**config.mk**
```make
export PLATFORM = sky130hd
export DESIGN_NAME = beep_scheduler
export DESIGN_NICKNAME = d
export VERILOG_FILES = /design/src/rtl/beep_scheduler.sv
export SDC_FILE = /design/constraint.sdc
export NUM_CORES = 1
export LEC_CHECK = 0
export BUFFER_PORTS_ARGS = -buffer_cell sky130_fd_sc_hd__buf_2
export CAP_MARGIN = 20
export CORE_ASPECT_RATIO = 0.75
export CORE_UTILIZATION = 60
export DETAILED_ROUTE_END_ITERATION = 7
export PLACE_DENSITY = 0.85
export SLEW_MARGIN = 25
export SYNTH_ARGS = -nofsm -noshare
export SYNTH_HDL_FRONTEND = slang
export SYNTH_SLANG_ARGS = --single-unit
```
**constraint.sdc**
```tcl
create_clock -name sys_clk -period 5.47 [get_ports sys_clk]
set_input_delay 1.094 -clock sys_clk [delete_from_list [all_inputs] [get_ports sys_clk]]
set_output_delay 1.094 -clock sys_clk [all_outputs]
set_load 0.01 [all_outputs]
```
**src/rtl/beep_scheduler.sv**
```systemverilog
// Buzzer request arbiter: turns key clicks, the done melody and the alarm
// into timed one-hot note codes (NOTE/GAP pairs) for the tone generator.
module beep_scheduler #(
  parameter int unsigned NOTE_TICKS = 1250000,
  parameter int unsigned GAP_TICKS  = 250000
) (
  input  logic       sys_clk,
  input  logic       rst_n,
  input  logic [7:0] key_req,
  input  logic       done_req,
  input  logic       alarm_en,
  output logic [7:0] note,
  output logic       busy,
  output logic [1:0] src
);

  typedef enum logic [1:0] {IDLE, NOTE, GAP} state_t;
  typedef enum logic [1:0] {
    SRC_NONE  = 2'd0,
    SRC_KEY   = 2'd1,
    SRC_DONE  = 2'd2,
    SRC_ALARM = 2'd3
  } src_t;

  localparam logic [21:0] NOTE_LOAD = 22'(NOTE_TICKS - 1);
  localparam logic [21:0] GAP_LOAD  = 22'(GAP_TICKS - 1);

  state_t      state, state_n;
  src_t        src_q, src_n;
  logic [21:0] cnt, cnt_n;
  logic [1:0]  step, step_n;
  logic        done_pend, pend_n;
  logic [7:0]  key_prev;
  logic        alarm_prev;
  logic [7:0]  note_q, note_n;
  logic        busy_q, busy_n;

  logic [7:0]  rise;
  logic        key_valid;
  logic        alarm_rise;
  logic        launch;
  src_t        launch_src;
  logic [1:0]  launch_step;

  assign rise       = key_req & ~key_prev;
  assign key_valid  = ($countones(rise) == 1);
  assign alarm_rise = alarm_en & ~alarm_prev;

  always_ff @(posedge sys_clk or negedge rst_n) begin
    if (!rst_n) begin
      state      <= IDLE;
      src_q      <= SRC_NONE;
      cnt        <= '0;
      step       <= '0;
      done_pend  <= 1'b0;
      key_prev   <= '0;
      alarm_prev <= 1'b0;
      note_q     <= '0;
      busy_q     <= 1'b0;
    end else begin
      state      <= state_n;
      src_q      <= src_n;
      cnt        <= cnt_n;
      step       <= step_n;
      done_pend  <= pend_n;
      key_prev   <= key_req;
      alarm_prev <= alarm_en;
      note_q     <= note_n;
      busy_q     <= busy_n;
    end
  end

  always_comb begin
    state_n     = state;
    src_n       = src_q;
    cnt_n       = cnt;
    step_n      = step;
    note_n      = note_q;
    busy_n      = busy_q;
    pend_n      = done_pend;
    launch      = 1'b0;
    launch_src  = SRC_NONE;
    launch_step = '0;

    // done_req is dropped only while a melody is already playing
    if (done_req && !(state != IDLE && src_q == SRC_DONE))
      pend_n = 1'b1;

    case (state)
      IDLE: begin
        if (alarm_en) begin
          launch     = 1'b1;
          launch_src = SRC_ALARM;
        end else if (done_req || done_pend) begin
          launch     = 1'b1;
          launch_src = SRC_DONE;
        end else if (key_valid) begin
          launch     = 1'b1;
          launch_src = SRC_KEY;
        end
      end
      NOTE: begin
        if (alarm_rise) begin
          launch     = 1'b1;
          launch_src = SRC_ALARM;
          if (src_q == SRC_DONE)
            pend_n = 1'b1;
        end else if ((src_q == SRC_ALARM && !alarm_en) || cnt == '0) begin
          state_n = GAP;
          cnt_n   = GAP_LOAD;
          note_n  = '0;
        end else begin
          cnt_n = cnt - 22'd1;
        end
      end
      GAP: begin
        if (alarm_rise) begin
          launch     = 1'b1;
          launch_src = SRC_ALARM;
          if (src_q == SRC_DONE)
            pend_n = 1'b1;
        end else if (cnt == '0) begin
          if (alarm_en) begin
            launch      = 1'b1;
            launch_src  = SRC_ALARM;
            launch_step = (src_q == SRC_ALARM) ? step + 2'd1 : 2'd0;
          end else if (src_q == SRC_DONE && step != 2'd3) begin
            launch      = 1'b1;
            launch_src  = SRC_DONE;
            launch_step = step + 2'd1;
          end else if (done_pend || done_req) begin
            launch     = 1'b1;
            launch_src = SRC_DONE;
          end else begin
            state_n = IDLE;
            src_n   = SRC_NONE;
            cnt_n   = '0;
            step_n  = '0;
            note_n  = '0;
            busy_n  = 1'b0;
          end
        end else begin
          cnt_n = cnt - 22'd1;
        end
      end
      default: begin
        state_n = IDLE;
        src_n   = SRC_NONE;
        cnt_n   = '0;
        step_n  = '0;
        note_n  = '0;
        busy_n  = 1'b0;
      end
    endcase

    if (launch) begin
      state_n = NOTE;
      cnt_n   = NOTE_LOAD;
      step_n  = launch_step;
      src_n   = launch_src;
      busy_n  = 1'b1;
      case (launch_src)
        SRC_ALARM: note_n = launch_step[0] ? 8'h01 : 8'h04;
        SRC_DONE: begin
          pend_n = 1'b0;
          case (launch_step)
            2'd0:    note_n = 8'h80;
            2'd1:    note_n = 8'h20;
            2'd2:    note_n = 8'h08;
            default: note_n = 8'h01;
          endcase
        end
        SRC_KEY: note_n = rise;
        default: note_n = '0;
      endcase
    end
  end

  assign note = note_q;
  assign busy = busy_q;
  assign src  = src_q;

endmodule

```
After elaboration in Yosys (flattened, before gate mapping)
Cells that the tools add are included.

word-level totals
  register bits = 47
  ROM bits = 0
  bits in writable memories = 0
  bits in latches = 0
  input port bits = 12
  memories = 0
  word-level logic and storage cells = 134
  output and inout port bits = 11

operators by class
  order comparisons = 0
  multipliers = 0
  eq/ne operators = 23
  reductions and logical operators = 17
  add/subtract/negate cells = 9
  shift operators = 0
  bitwise operators = 4
  mux-type cells = 72
  div/mod/pow operators = 0

operator list
  operator                                             count
  2-to-1 mux 22 bit                                    8
  one-hot mux 8 bit (3 select lines)                   3
  one-hot mux 22 bit (3 select lines)                  1
  2-to-1 mux 8 bit                                     8
  2-to-1 mux 2 bit                                     24
  zero test 22 bit                                     1
  2-to-1 mux 1 bit                                     22
  subtractor 22 x 1 -> 22 bit (second input constant)  1
  inequality test 3 bit (second input constant)        7
  == test 2 bit (second input constant)                6
  inequality test 4 bit (second input constant)        3
  one-hot mux 2 bit (3 select lines)                   2
  AND reduction 6 bit                                  2
  adder 1 x 1 -> 2 bit                                 4
  AND 8 bit                                            1
  inverter 8 bit                                       1
  AND reduction 8 bit                                  1
  adder 2 x 2 -> 3 bit                                 2
  == test 2 x 1 -> 1 bit (second input constant)       3
  adder 3 x 3 -> 4 bit                                 1
  == test 4 x 1 -> 1 bit (second input constant)       1
  logical AND 1 bit                                    4
  zero test 2 bit                                      2
  inequality test 2 bit (second input constant)        2
  12 further kinds                                     15

Logic depth before layout (Yosys ltp)
  word-level depth = 13
  depth in mapped cells = 17
  mapped depth without buffers = 15

Least setup slack after synthesis
No wires, ideal clock.

  kind = input-to-reg
  from = input port key_req[0]
  to = register note_q[7] (netlist: note[7])
  arrival = 5293 ps
  data required time = 5346 ps
  setup slack = 53 ps
  cell stages on the path = 16
  library setup time = 124 ps
  path buffers = 1
  path through = nor2b_1 -> fa_1 -> inv_1 -> fa_1 -> inv_1 -> fa_1 -> ha_1 -> inv_1 -> fa_1 -> nand2_1 -> o41ai_1 -> nor3b_1 -> or3_1 -> clkbuf_1 -> and2_1 -> a211o_1

between the ends
  word-level cells in the longest chain between the ends = 12
  elaborated cells on any way between the ends = 27
  classes of those cells = add/sub (3); eq/ne (12); mux (10); bitwise (1); reduce/logical (1)

RTL lines
  what                                                            line  RTL
  start: declaration                                              9     input logic [7:0] key_req,
  AND 8 bit (*)                                                   45    assign rise = key_req & ~key_prev;
  adder 1 x 1 -> 2 bit (not written as such) (*)                  46    assign key_valid = ($countones(rise) == 1);
  adder 2 x 2 -> 3 bit (not written as such) (*)                  46
  adder 3 x 3 -> 4 bit (not written as such) (*)                  46
  == test 4 x 1 -> 1 bit (*)                                      46
  2-to-1 mux 1 bit                                                97    end else if (key_valid) begin
  2-to-1 mux 2 bit                                                94    end else if (done_req || done_pend) begin
  2-to-1 mux 2 bit                                                91    if (alarm_en) begin
  one-hot mux 2 bit (3 select lines)                              89    case (state)
  == test 2 x 1 -> 1 bit / == test 2 bit (equally long branches)  162   case (launch_src)
  one-hot mux 8 bit (3 select lines)                              162
  2-to-1 mux 8 bit                                                156   if (launch) begin
  end signal: assignment                                          68    note_q <= note_n;
  end: declaration                                                35    logic [7:0] note_q, note_n;

Every way passes the cells marked *; elsewhere a longest branch is shown, timed or not.
A chain may end at the register's enable or synchronous reset.

Final worst setup path
  from = input port key_req[0]
  to = register cnt[3]

between the ends
  word-level cells in the longest chain between the ends = 11
  elaborated cells on any way between the ends = 17
  classes of those cells = add/sub (3); eq/ne (7); mux (5); bitwise (1); reduce/logical (1)

RTL lines
  what                                                           line  RTL
  AND 8 bit (*)                                                  45
  adder 1 x 1 -> 2 bit (not written as such) (*)                 46
  adder 2 x 2 -> 3 bit (not written as such) (*)                 46
  adder 3 x 3 -> 4 bit (not written as such) (*)                 46
  == test 4 x 1 -> 1 bit (*)                                     46
  2-to-1 mux 1 bit (*)                                           97
  2-to-1 mux 1 bit (*)                                           94
  2-to-1 mux 1 bit (*)                                           91
  one-hot mux 1 bit (3 select lines) (*)                         89
  inequality test 4 bit (no line), or another cell as far along  --
  AND reduction 6 bit (no line)                                  --
  end signal: assignment                                         63    cnt <= cnt_n;
  end: declaration                                               30    logic [21:0] cnt, cnt_n;

Marked as above.

==> run metrics <==
Unique masters post-synth 53; area of the placeable core ~4500 µm²; clock transition time at the flip-flop clock pins of the worst setup and hold paths 0.09 ns; synthesis-to-finish area growth 11.39%; later-pin clock latency in the skew report 0.31 ns; share of layout cells above drive strength 1 around 14%; met1 capacity usage during global routing between 40 and 50%; final count of pins violating max slew 0; Remaining DRCs 0; drt first-iter violations between 300 and 400; count of boundary I/O pins 23; antenna violations before repair 0; Port-buffer cells 22; maximum clock skew at final layout 0.005787 ns; HPWL Detailed 4.842 mm; vias after detailed routing 2,607; YS warnings 0; reg2reg path depth 17; number of maximum-capacitance violations 0; type of the worst min-delay path register to register; share of flip-flops with an asynchronous set or reset after synthesis 100.0%; worst relative slew slack 37.78%; worst vdd rail ir drop between 0.0003 and 0.0004 V; gate count of the mapped netlist 315; depth of the CTS H-tree 2; number of storage elements in the synthesis netlist 47; initial core utilization 63.10%; WHS Path Cells 2; required time reported for the critical path endpoint 5.66 ns; Worst Max-Slew Pin Slew between 0.9 and 1 ns; reg-to-reg slack, setup 0.85 ns; Overall Global Routing Usage 29.78%; launch instance of the worst register-to-register path key_prev[0]$_DFF_PN0_; Initial DRT Pass Iterations 5; Design Area, Final around 3200 µm²; leakage power of the design 1.395 nW; reg-to-reg endpoint cnt[3]$_DFFE_PN0P_; cell area after technology mapping 2835 µm²; met3 Use GR 6.074%; vias in the first global route 2,226; routability congestion estimate 0.8689; pre-CTS setup slack -0.1069 ns; data arrival time of the critical path 5.46 ns; vertical extent of the die 61.53 µm; Final #Nets 365; count of flip-flops with a built-in enable after synthesis 0; cts bufs inserted 5; Antenna Violating Nets Remaining 0; shortest clock period the worst path allows after layout 5.274 ns; standard-cell row count 21; final-layout fill cell count 325; GRT busiest layer met1; overall overflow remaining after global route 0; number of hold buffers added after cts 0; final setup violation count 0; Critical Path Start Type input port; DP Area 3013 µm²; Storage cell area around 1200 µm²; maximum buffer depth of the clock tree 2; clock sink total 47; mean area per synthesized cell 9.001 µm²; Clock Tree Root sky130_fd_sc_hd__clkbuf_8; die area 5007 µm²; share of the yosys chip area belonging to registers 41.48%; Via-to-Cell Ratio 6.567; die span in x a little over 80 µm; status finished clean; overall power after layout 0.001788 W; wire length of the first global-routing pass 11.00 mm; RSZ-0062 raised after global routing no; Critical Path Sink Type register; met2 Track Usage GR 42.74%; CTS tree done; drt total wl 6.891 mm; count of antenna diodes in the layout 0; setup slack of the critical path after layout around 0.20 ns; min-delay src busy$_DFFE_PN0P_; highest fanout seen on the critical path 16; area used by multi-input combinational logic 1553 µm²; PD cells about 570 nW/µm²; final hold violation count 0; largest net degree at the start of global routing 48; period utilization 96.41%; wire length per cell 17.36 µm; end point of the worst hold path busy$_DFFE_PN0P_; upper clock frequency limit 0.1896 GHz; type of the worst setup path input port to register; number of nets produced by synthesis between 300 and 400; commonest register cell after synthesis sky130_fd_sc_hd__dfrtp_1
==> registers in the layout, indices dropped and copies added (netlist names) <==
signal,cells
busy,1
state,2
done_pend,1
key_prev,8
note,8
step,2
alarm_prev,1
cnt,22
src,2
==> metrics by stage <==
step	cells	TNS [ns]	util, %	hold slack, ns
after floorplan	315	0	-	0.4640
after global placement	389	0	67.06	0.4545
after detailed placement	389	-0.2318	67.06	0.4681
after CTS	397	0	70.09	0.4891
after global routing	397	0	70.29	0.5147
final	397	0	70.29	0.4778
==> cells by family after synthesis <==
group | Yosys count | synth area share [%]
fa+ha+maj | 14 | 7.238
flops | 47 | 41.48
compound gates | 82 | 19.15
mux | 1 | 0.3531
buf+inv | 26 | 3.972
simple gates | 145 | 27.80
==> worst max-delay path by stage <==
stage,start,end,slack (ns)
floorplan,key_req[0],note[7]$_DFFE_PN0P_,0.05
global placement,key_req[0],cnt[9]$_DFFE_PN0P_,0.08
detailed placement,key_req[0],cnt[3]$_DFFE_PN0P_,-0.11
CTS,key_req[0],cnt[3]$_DFFE_PN0P_,0.17
global route,key_req[0],cnt[3]$_DFFE_PN0P_,0.02
finish,key_req[0],cnt[3]$_DFFE_PN0P_,0.20
==> area by class of cell <==
class / instances / area share, %
multi-input cells: 242 / 49.17
clock buffers: 5 / 2.179
repair buffers: 30 / 5.468
clock inverters: 3 / 2.139
well taps: 57 / 2.258
inverters: 13 / 1.545
flip-flops and latches: 47 / 37.24
==> layer usage <==
metal	vias up	share of wire [%]
li1	1213	-
met4	0	1.5
met3	15	7.4
met5	-	0
met2	115	43
met1	1264	48
==> cell usage in the layout, fill, tap and decap left out, types with 3 or more instances in the layout <==
| cell type | instances |
|---|---|
| sky130_fd_sc_hd__or4_1 | 3 |
| sky130_fd_sc_hd__a21oi_1 | 27 |
| sky130_fd_sc_hd__nor2_1 | 18 |
| sky130_fd_sc_hd__nand3_1 | 17 |
| sky130_fd_sc_hd__o211ai_1 | 3 |
| sky130_fd_sc_hd__nor3_1 | 21 |
| sky130_fd_sc_hd__o41ai_1 | 3 |
| sky130_fd_sc_hd__clkbuf_8 | 5 |
| sky130_fd_sc_hd__fa_1 | 4 |
| sky130_fd_sc_hd__a2bb2oi_1 | 3 |
| sky130_fd_sc_hd__nand4b_1 | 3 |
| sky130_fd_sc_hd__nor4_1 | 9 |
| sky130_fd_sc_hd__nand2_1 | 24 |
| sky130_fd_sc_hd__buf_4 | 9 |
| sky130_fd_sc_hd__nor2b_1 | 9 |
| sky130_fd_sc_hd__ha_1 | 10 |
| sky130_fd_sc_hd__buf_2 | 21 |
| sky130_fd_sc_hd__a21o_1 | 5 |
| sky130_fd_sc_hd__or3_1 | 16 |
| sky130_fd_sc_hd__dfrtp_1 | 47 |
| sky130_fd_sc_hd__inv_1 | 13 |
| sky130_fd_sc_hd__nand2b_1 | 5 |
| sky130_fd_sc_hd__o21ai_0 | 18 |
| sky130_fd_sc_hd__nand3b_1 | 4 |
| sky130_fd_sc_hd__and2_1 | 4 |
==> cell usage after synthesis, types with 3 or more instances <==
cell type,count,share of area (%)
sky130_fd_sc_hd__nor3_1,21,3.7
sky130_fd_sc_hd__nor4_1,10,2.2
sky130_fd_sc_hd__or3_1,16,3.5
sky130_fd_sc_hd__fa_1,4,2.8
sky130_fd_sc_hd__o211ai_1,3,0.79
sky130_fd_sc_hd__nand4b_1,3,0.93
sky130_fd_sc_hd__inv_1,13,1.7
sky130_fd_sc_hd__clkbuf_1,7,0.93
sky130_fd_sc_hd__a21oi_1,27,4.8
sky130_fd_sc_hd__nand3b_1,4,1.1
sky130_fd_sc_hd__nand2b_1,5,1.1
sky130_fd_sc_hd__and2_1,4,0.88
sky130_fd_sc_hd__a21o_1,5,1.3
sky130_fd_sc_hd__nand2_1,24,3.2
sky130_fd_sc_hd__nor2b_1,9,2.0
sky130_fd_sc_hd__o41ai_1,3,0.93
sky130_fd_sc_hd__nor2_1,18,2.4
sky130_fd_sc_hd__or4_1,3,0.79
sky130_fd_sc_hd__ha_1,10,4.4
sky130_fd_sc_hd__o21ai_0,18,3.2
sky130_fd_sc_hd__a2bb2oi_1,3,0.93
sky130_fd_sc_hd__nand3_1,17,3.0
sky130_fd_sc_hd__dfrtp_1,47,41
==> critical path: stages <==
cell                      delay [ns]
sky130_fd_sc_hd__buf_2          0.10
sky130_fd_sc_hd__nor2b_1        0.16
sky130_fd_sc_hd__fa_1           0.55
sky130_fd_sc_hd__inv_1          0.06
sky130_fd_sc_hd__fa_1           0.53
sky130_fd_sc_hd__inv_1          0.06
sky130_fd_sc_hd__fa_1           0.55
sky130_fd_sc_hd__ha_1           0.18
sky130_fd_sc_hd__inv_1          0.07
sky130_fd_sc_hd__fa_1           0.50
sky130_fd_sc_hd__nand2_1        0.06
sky130_fd_sc_hd__o41ai_1        0.36
sky130_fd_sc_hd__buf_4          0.19
sky130_fd_sc_hd__nor3b_1        0.10
sky130_fd_sc_hd__or3_1          0.36
sky130_fd_sc_hd__buf_4          0.20
sky130_fd_sc_hd__nor4_2         0.26
sky130_fd_sc_hd__nor3_1         0.09
==> what timing repair did <==
action                                  4_1_cts  5_1_grt
setup buffers                                 0        0
gates resized for setup                       0        1
endpoints found under the setup margin        0        1
==> power by group <==
group	internal [W]	switching [W]	total, W
clock network	0.000182	0.000123	0.000306
registers	0.000445	0.000103	0.000548
logic	0.000370	0.000564	0.000934
total	0.000997	0.000790	0.00179
(Power assumes the default switching activity.)
